**src/rtl/muldiv_pkg.sv**
```systemverilog
// Shared types and op-decoding helpers for the iterative RV32M multiply/divide unit.
package muldiv_pkg;

  typedef enum logic [2:0] {
    OP_MUL    = 3'b000,
    OP_MULH   = 3'b001,
    OP_MULHSU = 3'b010,
    OP_MULHU  = 3'b011,
    OP_DIV    = 3'b100,
    OP_DIVU   = 3'b101,
    OP_REM    = 3'b110,
    OP_REMU   = 3'b111
  } muldiv_op_t;

  typedef enum logic [1:0] {
    IDLE = 2'd0,
    CALC = 2'd1,
    DONE = 2'd2
  } muldiv_state_t;

  function automatic logic is_div(muldiv_op_t op);
    return op inside {OP_DIV, OP_DIVU, OP_REM, OP_REMU};
  endfunction

  function automatic logic op_signed_a(muldiv_op_t op);
    return op inside {OP_MUL, OP_MULH, OP_MULHSU, OP_DIV, OP_REM};
  endfunction

  function automatic logic op_signed_b(muldiv_op_t op);
    return op inside {OP_MUL, OP_MULH, OP_DIV, OP_REM};
  endfunction

endpackage

```
**src/rtl/muldiv_signfix.sv**
```systemverilog
// Final result selection: restores signs on the unsigned engine output and
// applies the divide-by-zero and signed-overflow results.
module muldiv_signfix
  import muldiv_pkg::*;
#(
  parameter int XLEN = 32
) (
  input  logic [2:0]        op,
  input  logic [2*XLEN-1:0] prod,
  input  logic [XLEN-1:0]   quo,
  input  logic [XLEN-1:0]   rem,
  input  logic [XLEN-1:0]   a_raw,
  input  logic              neg_res,
  input  logic              neg_rem,
  input  logic              div_zero,
  input  logic              ovf,
  output logic [XLEN-1:0]   result_fix
);

  localparam logic [XLEN-1:0] MIN_VAL = {1'b1, {(XLEN-1){1'b0}}};

  function automatic logic [2*XLEN-1:0] cond_neg_wide(logic [2*XLEN-1:0] v, logic neg);
    return neg ? (~v + 1'b1) : v;
  endfunction

  function automatic logic [XLEN-1:0] cond_neg(logic [XLEN-1:0] v, logic neg);
    return neg ? (~v + 1'b1) : v;
  endfunction

  muldiv_op_t          op_e;
  logic [2*XLEN-1:0]   prod_fix;

  assign op_e     = muldiv_op_t'(op);
  assign prod_fix = cond_neg_wide(prod, neg_res);

  always_comb begin
    result_fix = '0;
    case (op_e)
      OP_MUL:                       result_fix = prod_fix[XLEN-1:0];
      OP_MULH, OP_MULHSU, OP_MULHU: result_fix = prod_fix[2*XLEN-1:XLEN];
      OP_DIV, OP_DIVU: begin
        if (div_zero)  result_fix = '1;
        else if (ovf)  result_fix = MIN_VAL;
        else           result_fix = cond_neg(quo, neg_res);
      end
      OP_REM, OP_REMU: begin
        if (div_zero)  result_fix = a_raw;
        else if (ovf)  result_fix = '0;
        else           result_fix = cond_neg(rem, neg_rem);
      end
      default:         result_fix = '0;
    endcase
  end

endmodule

```
**src/rtl/muldiv_unit.sv**
```systemverilog
// Iterative RV32M multiply/divide unit: one multiplier or quotient bit per
// cycle on unsigned magnitudes, sign and special cases fixed up in DONE.
module muldiv_unit
  import muldiv_pkg::*;
#(
  parameter int XLEN = 32
) (
  input  logic            clk,
  input  logic            reset,
  input  logic            start,
  input  logic [2:0]      op,
  input  logic [XLEN-1:0] a,
  input  logic [XLEN-1:0] b,
  output logic            busy,
  output logic            done,
  output logic [XLEN-1:0] result,
  output logic            Z,
  output logic            N
);

  localparam int CW = $clog2(XLEN + 1);
  localparam logic [XLEN-1:0] MIN_VAL = {1'b1, {(XLEN-1){1'b0}}};

  muldiv_state_t state, state_next;
  logic [CW-1:0] cnt;
  logic          accept;

  muldiv_op_t      op_in;
  logic            sa, sb;
  logic [XLEN-1:0] a_mag, b_mag;

  muldiv_op_t      op_p0;
  logic [XLEN-1:0] mcand_p0, a_raw_p0;
  logic            neg_res_p0, neg_rem_p0, div_zero_p0, ovf_p0;
  logic [XLEN-1:0] hi_p1, lo_p1;

  logic [XLEN:0]   mul_sum, div_shift, div_diff;
  logic            div_ok;
  logic [XLEN-1:0] div_rem_nxt;
  logic [XLEN-1:0] result_fix;

  // A DONE pulse still counts as busy so start in that cycle is dropped.
  assign accept = (state == IDLE) && !done && start;
  assign busy   = (state != IDLE) || done;
  assign Z      = (result == '0);
  assign N      = result[XLEN-1];

  assign op_in = muldiv_op_t'(op);
  assign sa    = op_signed_a(op_in) && a[XLEN-1];
  assign sb    = op_signed_b(op_in) && b[XLEN-1];
  assign a_mag = sa ? (~a + 1'b1) : a;
  assign b_mag = sb ? (~b + 1'b1) : b;

  // Shift-add step: lo holds the multiplier, product shifts right through hi:lo.
  assign mul_sum = {1'b0, hi_p1} + (lo_p1[0] ? {1'b0, mcand_p0} : {(XLEN+1){1'b0}});

  // Restoring step: lo holds the dividend, shifted left into hi; quotient fills lo.
  assign div_shift   = {hi_p1, lo_p1[XLEN-1]};
  assign div_diff    = div_shift - {1'b0, mcand_p0};
  assign div_ok      = ~div_diff[XLEN];
  assign div_rem_nxt = div_ok ? div_diff[XLEN-1:0] : div_shift[XLEN-1:0];

  always_comb begin
    state_next = state;
    case (state)
      IDLE:    if (accept) state_next = CALC;
      CALC:    if (cnt == CW'(1)) state_next = DONE;
      DONE:    state_next = IDLE;
      default: state_next = IDLE;
    endcase
  end

  always_ff @(posedge clk) begin
    if (reset) begin
      state  <= IDLE;
      cnt    <= '0;
      done   <= 1'b0;
      result <= '0;
    end else begin
      state <= state_next;
      done  <= (state == DONE);
      if (state == DONE) result <= result_fix;
      if (accept)             cnt <= CW'(XLEN);
      else if (state == CALC) cnt <= cnt - CW'(1);
    end
  end

  // Stage p0: operand capture on accept
  always_ff @(posedge clk) begin
    if (accept) begin
      op_p0       <= op_in;
      mcand_p0    <= b_mag;
      a_raw_p0    <= a;
      neg_res_p0  <= sa ^ sb;
      neg_rem_p0  <= sa;
      div_zero_p0 <= (b == '0);
      ovf_p0      <= op_signed_b(op_in) && is_div(op_in) && (a == MIN_VAL) && (b == '1);
    end
  end

  // Stage p1: iterative engine
  always_ff @(posedge clk) begin
    if (accept) begin
      hi_p1 <= '0;
      lo_p1 <= a_mag;
    end else if (state == CALC) begin
      if (is_div(op_p0)) begin
        hi_p1 <= div_rem_nxt;
        lo_p1 <= {lo_p1[XLEN-2:0], div_ok};
      end else begin
        hi_p1 <= mul_sum[XLEN:1];
        lo_p1 <= {mul_sum[0], lo_p1[XLEN-1:1]};
      end
    end
  end

  muldiv_signfix #(.XLEN(XLEN)) u_signfix (
    .op         (op_p0),
    .prod       ({hi_p1, lo_p1}),
    .quo        (lo_p1),
    .rem        (hi_p1),
    .a_raw      (a_raw_p0),
    .neg_res    (neg_res_p0),
    .neg_rem    (neg_rem_p0),
    .div_zero   (div_zero_p0),
    .ovf        (ovf_p0),
    .result_fix (result_fix)
  );

endmodule

```
**config.mk**
```make
export PLATFORM = sky130hd
export DESIGN_NAME = muldiv_unit
export DESIGN_NICKNAME = d
export VERILOG_FILES = /design/src/rtl/muldiv_pkg.sv /design/src/rtl/muldiv_signfix.sv /design/src/rtl/muldiv_unit.sv
export SDC_FILE = /design/constraint.sdc
export NUM_CORES = 1
export LEC_CHECK = 0
export CAP_MARGIN = 40
export CORE_UTILIZATION = 55
export CTS_CLUSTER_SIZE = 12
export DETAILED_ROUTE_END_ITERATION = 6
export GPL_ROUTABILITY_DRIVEN = 0
export GPL_TIMING_DRIVEN = 0
export PLACE_DENSITY_LB_ADDON = 0.15
export SYNTH_ARGS = -nofsm -noshare
export SYNTH_HDL_FRONTEND = slang
export SYNTH_SLANG_ARGS = --single-unit
export TNS_END_PERCENT = 1
```
**constraint.sdc**
```tcl
create_clock -name clk -period 3.6 [get_ports clk]
set_clock_uncertainty 0.05 [all_clocks]
set_input_delay 0.72 -clock clk [delete_from_list [all_inputs] [get_ports clk]]
set_output_delay 0.72 -clock clk [all_outputs]
set_load 0.01 [all_outputs]
```
==> results.cfg <==
[worst_setup_path]
critPathLaunchType = flip-flop
ff2ff_path_depth = 16
crit_chain = inv_1 -> fa_2 -> nor2b_1 -> o31a_1 -> o211ai_1 -> buf_4 -> a211oi_2 -> o41a_1 -> buf_4 -> o21a_4 -> a211oi_4 -> or2_4 -> buf_12 -> buf_12 -> mux2i_4 -> a21oi_1
critical_path_class = flip-flop to flip-flop
worstSetupEndpointType = flip-flop
crit_arrival_ps = 3990
crit_required_ps = 3860
cp_max_fo = 10
crit_family = compound AO/OA/AOI/OAI gates
cp.depth = 16
crit_start = hi_p1[0]
slowest_stage = dfxtp_2
slowest_delay_ps = 380
path_buf_inv = 5
r2r-start = hi_p1[0]

[clock_network]
cts.clk_slew.worst_paths_ps = 90
clk_latency_ps = 460
clock-sinks = 176
cts_root_buf = clkbuf_16
h-tree-depth = 4
cts_buffers = 17
clockBufferDepth = 2
cts_tree = yes
hold_buffers = 0

[run_status]
violations = DRC, setup timing
status = complete, but fails checks

[drt]
postRouteWirelength_um = 53260
viasPerCell = 6.776
remaining_drc_errors = 6
ant_nets = 0
num_vias = 15820
first_iter_violations = 2426
routedWlPerCell_um = 22.81
drtPass1Iterations = 7

[power]
power_frac_clock_pct = 21.9
p_switching_w = 0.004127
sequentialPowerShare_pct = 29.4
pwr_density_cell_nw_per_um2 = 528.0
swShare_pct = 44.50
ir_drop_uv = 378.7
cellLeakagePower_nw = 6.818
p_comb_share_pct = 48.7
cellInternalPower_w = 0.005147

[sta]
clock.fmax_mhz = 268.0
finalWorstSetupSlack_ps = -131.8
worst_pin_slew_ps = 944.0
rsz0062_at_grt = true
hold_viol_final = 0
period_minus_slack_ps = 3732
maxSlewHeadroom_pct = 36.49
post-route-period-util_pct = 103.7
setup_viol = 18
drv_slew = 0
tns_ps = -1030

[cells_and_area]
final_common_cell = nand2_1
fin_util_pct = 66.83
finalInstanceArea_um2 = 17560
final_layout_size_suffix_gt1_share_pct = 7.050
synthToLayoutAreaGrowth_pct = 17.97
layout_common_cells = 183 x nand2_1, 168 x nor2_1, 167 x o21ai_0
nets = 2130
diodes = 0

[global_route]
grtUsageTotal_pct = 37.43
grt_pass1_wl_um = 80610
grt_overflow = 0
grt_start_max_net_pins = 69
grt_antenna_before_repair = 1
grt_pass1_vias = 14550

[logic_synthesis]
seq_area_frac_synth_pct = 30.59
ys_types = 79
ys_ff_latch = 176
syn-num-nets = 1988
ys_warn_count = 0
async_flop_share_pct = 0
ys.flop_type = edfxtp_1
synth_edf_count = 103
synthCells = 1845
synth_area_per_cell_um2 = 8.069
netlist_area_um2 = 14890

[min_path]
hold_path_depth = 2
min_path_type = flip-flop to flip-flop
hold_start = result[0]

[flow_run]
maxCapViolCount = 0

[floorplanning]
dieArea_um2 = 27730
rows = 59
die_h_um = 166.5
die_w_um = 166.5
io_pins = 106
start_util_pct = 56.65
coreArea_um2 = 26280

[placed_design]
dp_hpwl_um = 40270
io_buffers = 105
place_area_um2 = 16440
-- worst register-to-register path, cell delays in order (launching register included) --
cell and delay (ps):
dfxtp_2 380, inv_1 230, fa_2 270, nor2b_1 60
o31a_1 320, o211ai_1 170, buf_4 150, a211oi_2 80
o41a_1 380, buf_4 170, o21a_4 230, a211oi_4 230
or2_4 180, buf_12 160, buf_12 170, mux2i_4 260
a21oi_1 80
-- power by group through the flow --
stage                     clock network (W)  registers [W]  logic, W
final                               0.00203        0.00273   0.00451
after global routing                0.00210        0.00274   0.00478
after CTS                           0.00203        0.00270   0.00423
after detailed placement                  0        0.00275   0.00406
after global placement                    0        0.00275   0.00396
after floorplan                           0        0.00263   0.00297
-- through the flow --
| step | std cells | hold slack, ps | worst slack, ps | total power, W |
|---|---|---|---|---|
| after floorplan | 1845 | 424.5 | 6.750 | 0.005596 |
| after global placement | 2285 | 399.1 | -1661 | 0.006712 |
| after detailed placement | 2290 | 420.6 | -1024 | 0.006807 |
| after CTS | 2333 | 430.5 | -30.18 | 0.008955 |
| after global routing | 2335 | 463.0 | -193.8 | 0.009620 |
| final | 2335 | 427.9 | -131.8 | 0.009273 |
-- cell usage after synthesis (all sizes together), types with 4 or more instances --
library cell	instances	area (um2)
a211oi	30	230.2
or2	15	96.34
nor2b	11	68.82
dfxtp	73	1461
a21oi	120	604.3
o221ai	21	183.9
o31ai	17	127.6
nand2	183	686.9
xnor2	111	972.2
nand4	22	137.6
mux2i	55	550.5
a22oi	21	157.7
xor2	87	762.0
nand3	34	170.2
o211ai	13	97.59
o21a	17	127.6
clkbuf	94	354.1
nand2b	16	100.1
buf	19	101.3
a31oi	17	106.4
and3	12	75.07
o211a	4	40.04
a311oi	7	61.31
a222oi	4	40.04
inv	73	274.0
o21bai	4	30.03
a221oi	15	131.4
or3	16	100.1
o21ai	184	924.6
and2	9	56.30
ha	71	888.4
a21o	32	240.2
nor4	36	225.2
or4	15	116.4
o41ai	19	173.9
edfxtp	103	3093
nor3	43	215.2
a2111oi	5	43.79
nor2	171	641.9
-- area by class of cell --
class | count | area, um2
Buffer | 113 | 510.5
Clock buffer | 17 | 425.4
Clock inverter | 15 | 203.9
Fill cell | 2232 | 8717
Inverter | 75 | 284.0
Multi-Input combinational cell | 1481 | 9933
Sequential cell | 176 | 4557
Tap cell | 335 | 419.2
Timing Repair Buffer | 123 | 1230
-- per-layer routing --
metal | up-vias | share of wire [%] | GRT usage, % | routed length, um
met5 | - | 0 | 0 | 0
met4 | 0 | 5.4 | 17.59 | 2883
met3 | 268 | 14 | 11.88 | 7434
met2 | 1125 | 41 | 54.06 | 21660
met1 | 7372 | 40 | 50.60 | 21280
li1 | 7057 | - | - | -
-- sequential cells by signal (all words and copies together) (netlist names), 2 cells and up --
register  count
a_raw_p0     32
lo_p1        32
op_p0         3
hi_p1        32
result       32
state         2
mcand_p0     32
cnt           6
-- worst paths after layout --
path / end / slack [ps]
worst max register to register: hi_p1[30] / -130
worst max-delay path: hi_p1[30] / -130
worst min-delay path: result[0] / 430
worst min register to register: result[0] / 430
-- timing repair --
action                                  4_1_cts  5_1_grt
pin swaps                                     9       10
gates resized for setup                      47       49
buffers inserted                             11        2
endpoints found under the setup margin       69       81
-- logic make-up (layout without fill, tap and decap cells) --
| logic type | after synthesis | in the layout | synth area share [%] |
|---|---|---|---|
| DFF | 176 | 176 | 30.59 |
| xor gates and xnor gates | 198 | 198 | 11.65 |
| AOI/OAI and AO/OA | 561 | 561 | 24.18 |
| buffers and inverters | 188 | 343 | 4.950 |
| muxes | 56 | 56 | 3.773 |
| adders and majority gates | 73 | 73 | 6.236 |
| and+or+nand+nor | 593 | 593 | 18.62 |
Note: power is estimated with default switching activity, not from simulation.
